$ cat src/rtl/data_mem_ctrl.sv
// Data-memory responder for the MEM stage of the pipelined ARM datapath.
// Byte-addressed big-endian RAM with programmable wait states, a busy/done
// handshake and misaligned word detection.
//
// Ports:
//   CLK        clock, all state updates on rising edge
//   CLR        asynchronous active-low reset
//   m_enable   request valid, sampled only while idle
//   m_rw       1 = store, 0 = load
//   m_size     1 = byte, 0 = 32-bit word
//   Address    byte address, low log2(DEPTH) bits used
//   DataIn     store data (byte store uses DataIn[7:0])
//   DataOut    registered load result, held until the next successful load
//   busy       request in flight
//   done       one-cycle completion pulse
//   misaligned word access with Address[1:0] != 0, valid with done
module data_mem_ctrl #(
  parameter int unsigned DEPTH       = 256,
  parameter int unsigned WAIT_STATES = 2
) (
  input  logic        CLK,
  input  logic        CLR,
  input  logic        m_enable,
  input  logic        m_rw,
  input  logic        m_size,
  input  logic [31:0] Address,
  input  logic [31:0] DataIn,
  output logic [31:0] DataOut,
  output logic        busy,
  output logic        done,
  output logic        misaligned
);

  localparam int unsigned AW = $clog2(DEPTH);

  typedef enum logic [1:0] {StIdle, StWait, StAccess} state_e;

  // Not reset so benches can preload it hierarchically.
  logic [7:0] Mem [0:DEPTH-1];

  state_e        state_q, state_d;
  logic [3:0]    cnt_q, cnt_d;
  logic [AW-1:0] addr_q, addr_d;
  logic          rw_q, rw_d;
  logic          size_q, size_d;
  logic [31:0]   wdata_q, wdata_d;
  logic [31:0]   dout_q, dout_d;
  logic          busy_q, busy_d;
  logic          done_q, done_d;
  logic          mis_q, mis_d;

  logic          word_mis;
  logic          mem_we;
  logic [AW-1:0] a0, a1, a2, a3;
  logic [31:0]   rd_word;
  logic          unused_addr;

  assign unused_addr = ^Address[31:AW];

  assign word_mis = !size_q && (addr_q[1:0] != 2'b00);

  // Byte lanes only matter for aligned words, so they never carry out of the
  // low two bits and an aligned word can never wrap.
  assign a0 = addr_q;
  assign a1 = {addr_q[AW-1:2], 2'd1};
  assign a2 = {addr_q[AW-1:2], 2'd2};
  assign a3 = {addr_q[AW-1:2], 2'd3};

  assign rd_word = {Mem[a0], Mem[a1], Mem[a2], Mem[a3]};
  assign mem_we  = (state_q == StAccess) && rw_q && !word_mis;

  always_comb begin
    state_d = state_q;
    cnt_d   = cnt_q;
    addr_d  = addr_q;
    rw_d    = rw_q;
    size_d  = size_q;
    wdata_d = wdata_q;
    dout_d  = dout_q;
    busy_d  = busy_q;
    done_d  = 1'b0;
    mis_d   = 1'b0;
    unique case (state_q)
      StIdle: begin
        if (m_enable) begin
          addr_d  = Address[AW-1:0];
          rw_d    = m_rw;
          size_d  = m_size;
          wdata_d = DataIn;
          busy_d  = 1'b1;
          if (WAIT_STATES > 0) begin
            state_d = StWait;
            cnt_d   = 4'(WAIT_STATES);
          end else begin
            state_d = StAccess;
          end
        end
      end
      StWait: begin
        cnt_d = cnt_q - 4'd1;
        if (cnt_q == 4'd1) begin
          state_d = StAccess;
        end
      end
      StAccess: begin
        state_d = StIdle;
        busy_d  = 1'b0;
        done_d  = 1'b1;
        mis_d   = word_mis;
        if (!rw_q && !word_mis) begin
          dout_d = size_q ? {24'h0, Mem[a0]} : rd_word;
        end
      end
      default: state_d = StIdle;
    endcase
  end

  always_ff @(posedge CLK or negedge CLR) begin
    if (!CLR) begin
      state_q <= StIdle;
      cnt_q   <= 4'd0;
      addr_q  <= '0;
      rw_q    <= 1'b0;
      size_q  <= 1'b0;
      wdata_q <= 32'h0;
      dout_q  <= 32'h0;
      busy_q  <= 1'b0;
      done_q  <= 1'b0;
      mis_q   <= 1'b0;
    end else begin
      state_q <= state_d;
      cnt_q   <= cnt_d;
      addr_q  <= addr_d;
      rw_q    <= rw_d;
      size_q  <= size_d;
      wdata_q <= wdata_d;
      dout_q  <= dout_d;
      busy_q  <= busy_d;
      done_q  <= done_d;
      mis_q   <= mis_d;
    end
  end

  // Reset forces state_q to StIdle at once, so an aborted request never writes.
  always_ff @(posedge CLK) begin
    if (mem_we) begin
      if (size_q) begin
        Mem[a0] <= wdata_q[7:0];
      end else begin
        Mem[a0] <= wdata_q[31:24];
        Mem[a1] <= wdata_q[23:16];
        Mem[a2] <= wdata_q[15:8];
        Mem[a3] <= wdata_q[7:0];
      end
    end
  end

  assign DataOut    = dout_q;
  assign busy       = busy_q;
  assign done       = done_q;
  assign misaligned = mis_q;

endmodule

$ cat config.mk
export PLATFORM = sky130hd
export DESIGN_NAME = data_mem_ctrl
export DESIGN_NICKNAME = d
export VERILOG_FILES = /design/src/rtl/data_mem_ctrl.sv
export SDC_FILE = /design/constraint.sdc
export NUM_CORES = 2
export LEC_CHECK = 0
export BUFFER_PORTS_ARGS = -buffer_cell sky130_fd_sc_hd__buf_2
export CAP_MARGIN = 30
export CORE_AREA = 2 2 471 473
export DETAILED_ROUTE_END_ITERATION = 10
export DIE_AREA = 0 0 473 475
export GPL_TIMING_DRIVEN = 1
export PLACE_DENSITY_LB_ADDON = 0.12
export SYNTH_ARGS = -nofsm -noshare
export SYNTH_HDL_FRONTEND = slang
export SYNTH_SLANG_ARGS = --single-unit
$ cat constraint.sdc
create_clock -name CLK -period 3.2 [get_ports CLK]
set_clock_uncertainty 0.05 [all_clocks]
set_input_delay 0.16 -clock CLK [delete_from_list [all_inputs] [get_ports CLK]]
set_output_delay 0.16 -clock CLK [all_outputs]
set_load 0.01 [all_outputs]
# [Word-level counts from Yosys, hierarchy flattened]
# Memories as Yosys holds them, arrays and structs flattened.
# Index checks and enable logic that the tools add are counted.
[word_totals] output_inout_bits=35 ram_bits=2048 wordCells=51 input_bits=69 register_bits=83 memories=1
[mem_list] memory="Mem" depth=256 word_bits=8 rd=4 rd_ports_with_merged_regs=0 wr=4 line="39" text="logic [7:0] Mem [0:DEPTH-1];"
[op_classes] n_eq_ne=5 n_reduce_logical=16 n_bitwise=1 muxes=17 addsub=1
[ops] operator="$mux 32" count=1
[ops] operator="$reduce_and 2->1" count=5
[ops] operator="$mux 1" count=9
[ops] operator="$mux 8" count=1
[ops] operator="$pmux 4 s2" count=1
[ops] operator="$reduce_bool 2->1" count=3
[ops] operator="$eq 4x1->1 const B" count=1
[ops] operator="$logic_and 1x1->1" count=4
[ops] operator="$mux 2" count=2
[ops] operator="$mux 4" count=1
[ops] operator="$ne 2x2->1 const B" count=2
[ops] operator="$pmux 2 s2" count=1
[ops] operator="$sub 4x1->4 const B" count=1
[ops] operator="$logic_not 1->1" count=3
[ops] operator="$eq 2x1->1 const B" count=1
[ops] operator="$eq 2x2->1 const B" count=1
[ops] operator="$logic_not 2->1" count=1
[ops] operator="$pmux 1 s2" count=1
[ops] operator="$or 1x1->1" count=1

# [Longest topological paths before layout]
[depth] depth_word=7 ltp_mapped=12 mapped_depth_nobuf=8

# [Least setup slack after synthesis]
# Ideal clock, no wire load.
[synth_timing] path_type="reg2reg" from="register addr_q[0], in the netlist a0[0]" to="memory Mem[173][7] (data pin)" synth_period_minus_slack_ns=3.373 setup_time_ns=0.144 required_ns=3.006 stages_incl_launch_ff=11 path_buffers=4 t_arrival_ns=3.179 path_slack_ns=-0.173 path_cell_list="dfrtp_1 buf_6 buf_6 buf_6 nor2_2 nand4_2 mux2i_1 inv_2 clkbuf_1 nor2_1 nor2_1"
[synth_rtl] item="start: declaration" line="43" text="logic [AW-1:0] addr_q, addr_d;"
[synth_rtl] item="start signal: assignment" line="133" text="addr_q <= addr_d;"
[synth_rtl] item="end: declaration" line="39"

# [Worst setup path after layout]
[layout_timing] from="register addr_q[0], in the netlist a0[0]" to="register dout_q[5], in the netlist DataOut[5]"
[layout_between] elab_chain_cells=5 word_cells_on_any_way=7 cone_classes="mux (1); reduce/logical (5); memory (1)"
[layout_lines] item="branches (longest 5 deep; another with $mem_v2 256x8)"
[layout_lines] item="end signal: assignment" line="137" text="dout_q <= dout_d;"
[layout_lines] item="end: declaration" line="47" text="logic [31:0] dout_q, dout_d;"
# Several ways; the timed one is not identified.
# A chain may end at the register's enable or synchronous reset.

==> impl_results.md <==
- Final WL: between 500 and 600 mm
- Syn_nets: 8556
- Clock Latency Late Sink: 0.95 ns
- Slew of the pin with the lowest slew margin: between 1 and 1.5 ns
- Grt ovf: 0
- Warnings from Yosys: 0
- Starting DRC count in detailed routing: approximately 16k
- Core area: roughly 220000 µm²
- DP Cell Count: ~12k
- Register Area: between 60000 and 70000 µm²
- Main combinational cell family by area after synthesis: multiplexers
- Mapped Cells: ~8.5k
- MaxCap Viol Count: 0
- Avg Cell Area, Syn: between 10 and 15 µm²
- Filler cells: approximately 17k
- I/O pin count: 104
- Area of the multi-input gates: ~44000 µm²
- IO buf count: just under 80
- Critical Path RT: 3.97 ns
- Starting Density: 0.498
- Crit. End Element: register
- Post-synth ARST share: 0.0389
- Sw frac: 0.424
- WP buf/inv: 7
- Maximum fanout along the worst path: 7
- Slew Limit Headroom: 0.210
- Post-synth EDFFs: 2048
- Area Overhead vs Synth: 24.4%
- Synth Register Bits: 2131
- CP arrival: 4.19 ns
- Synth Area in Simple Gates: 0.130
- Final hold viol count: 0
- Post-synthesis sequential area ratio: 0.582
- Minimum clock period: 3.43 ns
- Clock network power share: 0.206
- CTS Buf Count: between 200 and 250
- Int Pwr: approximately 0.077 W
- Finish-stage setup viols: 25
- Layout Cells excl Fill: roughly 13k
- First-pass GRT wire length: ~700 mm
- Clock root buffer master: clkbuf_16
- Die Ht: between 400 and 500 µm
- GP Congestion: approximately 1.1
- Pwr dens: between 900 and 1000 nW/µm²
- CTS tree: built
- CP Launch Type: register
- Detailed-route via count: between 80k and 90k
- Total track usage: 0.465
- Main flop type after synthesis: edfxtp_1
- Die width: between 400 and 500 µm
- DRC errors left: 0
- Clock transition at path regs: approximately 0.070 ns
- Synth Area in XOR/XNOR: 0
- Sequential power share: 0.279
- Slowest cell delay on critical path: 0.53 ns
- Vias in the first global route: about 82k
- Final ANT Viol Nets: 0
- Num rows: around 170
- Post-DP HPWL: 370 mm
- Hold Crit Class: primary input to register
- Unrepaired setup endpoints after global routing: yes
- Top Family by Delay on Critical Path: buffers and inverters
- Adder-Cell Fraction of Synth Area: 0.000229
- Outcome: finished with violations
- Synthesized cell area: between 100000 and 150000 µm²
- Layout cell share with drive strength beyond 1: 0.321
- Post-synth cell types: 68
- Die area: about 220000 µm²
- F_max: just under 0.3 GHz
- NumNets Final: just under 10k
- Critical Setup Path Class: register to register
- Post-Place Cell Area: about 120000 µm²
- Avg Vias per Cell: 6.90
- Worst Hold Slack: about 0.17 ns
- Drt wl/cell: 41.1 µm
- Comb pwr share: 0.515
- Slowest cell on the critical path: mux4_2
- Sink Count: between 2k and 2.5k
- Final setup margin: -0.228 ns
- Failing checks: negative setup slack
- Largest net degree at the start of global routing: 66
- Final period util: 1.07
- Area fraction in compound gates after synthesis: 0.0611
- Initial antenna violation count: 36
- H-tree levels: 4
- Drt first pass iters: 6
- Multiplexer share of the synthesized area: 0.194
- Static Leak: between 40 and 50 nW
- Clock buffer depth: 3
- VDD IR max: 1560 µV
- Switching power of the nets: approximately 0.057 W
- CP Cell Sequence: buf_12, buf_12, buf_16, buf_6, mux4_2, a22oi_2, a21oi_1, buf_4, o41ai_4, buf_4, nand4_1, buf_6, nor3_2, nor3_1
- Design Area, Final: 136000 µm²
- Max-slew violation count: 0
worst reg2reg max path, stage by stage, from the launching register on:
cell and delay [ns]:
dfrtp_4 0.45, buf_12 0.17, buf_12 0.18, buf_16 0.17, buf_6 0.15, mux4_2 0.53, a22oi_2 0.19, a21oi_1 0.11
buf_4 0.20, o41ai_4 0.46, buf_4 0.19, nand4_1 0.10, buf_6 0.16, nor3_2 0.11, nor3_1 0.08
layer usage:
metal	vias up	track usage	wire [µm]
met5	-	0.00303	333
met4	32	0.315	44700
met3	1698	0.178	86100
met2	8363	0.659	220000
met1	43976	0.592	174000
li1	34043	-	-
power by group through the flow:
stage               sequential, W  clock [W]  combinational [W]
finish                     0.0374     0.0275             0.0690
global route               0.0371     0.0284             0.0693
CTS                        0.0371     0.0274             0.0639
detailed placement         0.0378          0             0.0607
global placement           0.0380          0             0.0597
floorplan                  0.0355          0             0.0313
timing repair:
item | CTS | global route
buffers inserted | 61 | 60
setup endpoints to repair | 630 | 399
hold buffers | 86 | 0
gates cloned | 11 | 5
hold endpoints to repair | 130 | 0
pin swaps | 57 | 47
resized for setup | 204 | 169
cell families after synthesis:
kind of cell | count (synthesis)
simple gates | 3679
flops | 2131
fa+ha+maj | 2
compound gates | 930
mux | 988
buf+inv | 755
path summary, 6_finish.rpt:
path / depth (start not counted) / endpoint / slack, ns / from
worst max-delay path: 14 / DataOut[5] / -0.23 / a0[0]
worst min-delay path: 5 / a0[3] / 0.17 / Address[3]
worst max register to register: 14 / DataOut[5] / -0.23 / a0[0]
worst min register to register: 2 / DataOut[9] / 0.44 / DataOut[9]
max in group asynchronous: 4 / a0[4] / 2.27 / CLR
min in group asynchronous: 4 / wdata_q[11] / 0.40 / CLR
layout by cell type, fill, tap and decap left out, drive strengths merged, types with 83 or more instances in the layout:
cell / Yosys / layout
nor2: 3206 / 3206
edfxtp: 2048 / 2048
buf: 247 / 1609
mux4: 903 / 903
nand2: 372 / 372
a22oi: 335 / 335
o21a: 312 / 312
clkbuf: 490 / 273
a21oi: 128 / 128
clkinv: 0 / 98
dlygate4sd3: 0 / 85
dfrtp: 83 / 83
registers in the layout, indices dropped and copies added, names as in the netlist:
name,count
busy,1
done,1
wdata_q,32
cnt_q,4
Mem,2048
misaligned,1
DataOut,32
a0,8
rw_q,1
state_q,2
size_q,1
per-stage QoR:
step                 util  worst slack [ns]  total power [W]  setup TNS [ns]
finish              0.620            -0.228            0.134           -2.59
global route        0.620            -0.213            0.135           -1.89
CTS                 0.613            -0.171            0.128           -1.00
detailed placement  0.566             -1.28           0.0985          -48.51
global placement    0.566             -1.32           0.0977          -42.29
floorplan               -             0.284           0.0668               0
Yosys cell counts, types with 11 or more instances:
cell | count | area share
a21oi_1 | 128 | 0.0059
a221oi_1 | 12 | 0.00096
a22o_1 | 12 | 0.00096
a22oi_1 | 335 | 0.023
buf_1 | 27 | 0.00093
buf_2 | 137 | 0.0063
buf_4 | 38 | 0.0026
buf_6 | 38 | 0.0039
clkbuf_1 | 489 | 0.017
dfrtp_1 | 83 | 0.019
edfxtp_1 | 2048 | 0.56
inv_2 | 11 | 0.00038
mux2i_1 | 76 | 0.0070
mux4_2 | 903 | 0.19
nand2_1 | 372 | 0.013
nand3_1 | 19 | 0.00087
nand4_1 | 22 | 0.0013
nor2_1 | 3178 | 0.11
nor2_2 | 22 | 0.0013
o21a_1 | 312 | 0.021
o21ai_0 | 35 | 0.0016
o41ai_1 | 28 | 0.0022
area by class of cell:
| type | count | share of cell area |
|---|---|---|
| Sequential cell | 2131 | 0.469 |
| Timing Repair Buffer | 1703 | 0.127 |
| Multi-Input combinational cell | 5599 | 0.321 |
| Antenna cell | 27 | 0.000498 |
| Clock inverter | 146 | 0.0127 |
| Clock buffer | 268 | 0.0432 |
| Inverter | 18 | 0.000756 |
| Tap cell | 2871 | 0.0265 |
Note: power is estimated with default switching activity, not from simulation.
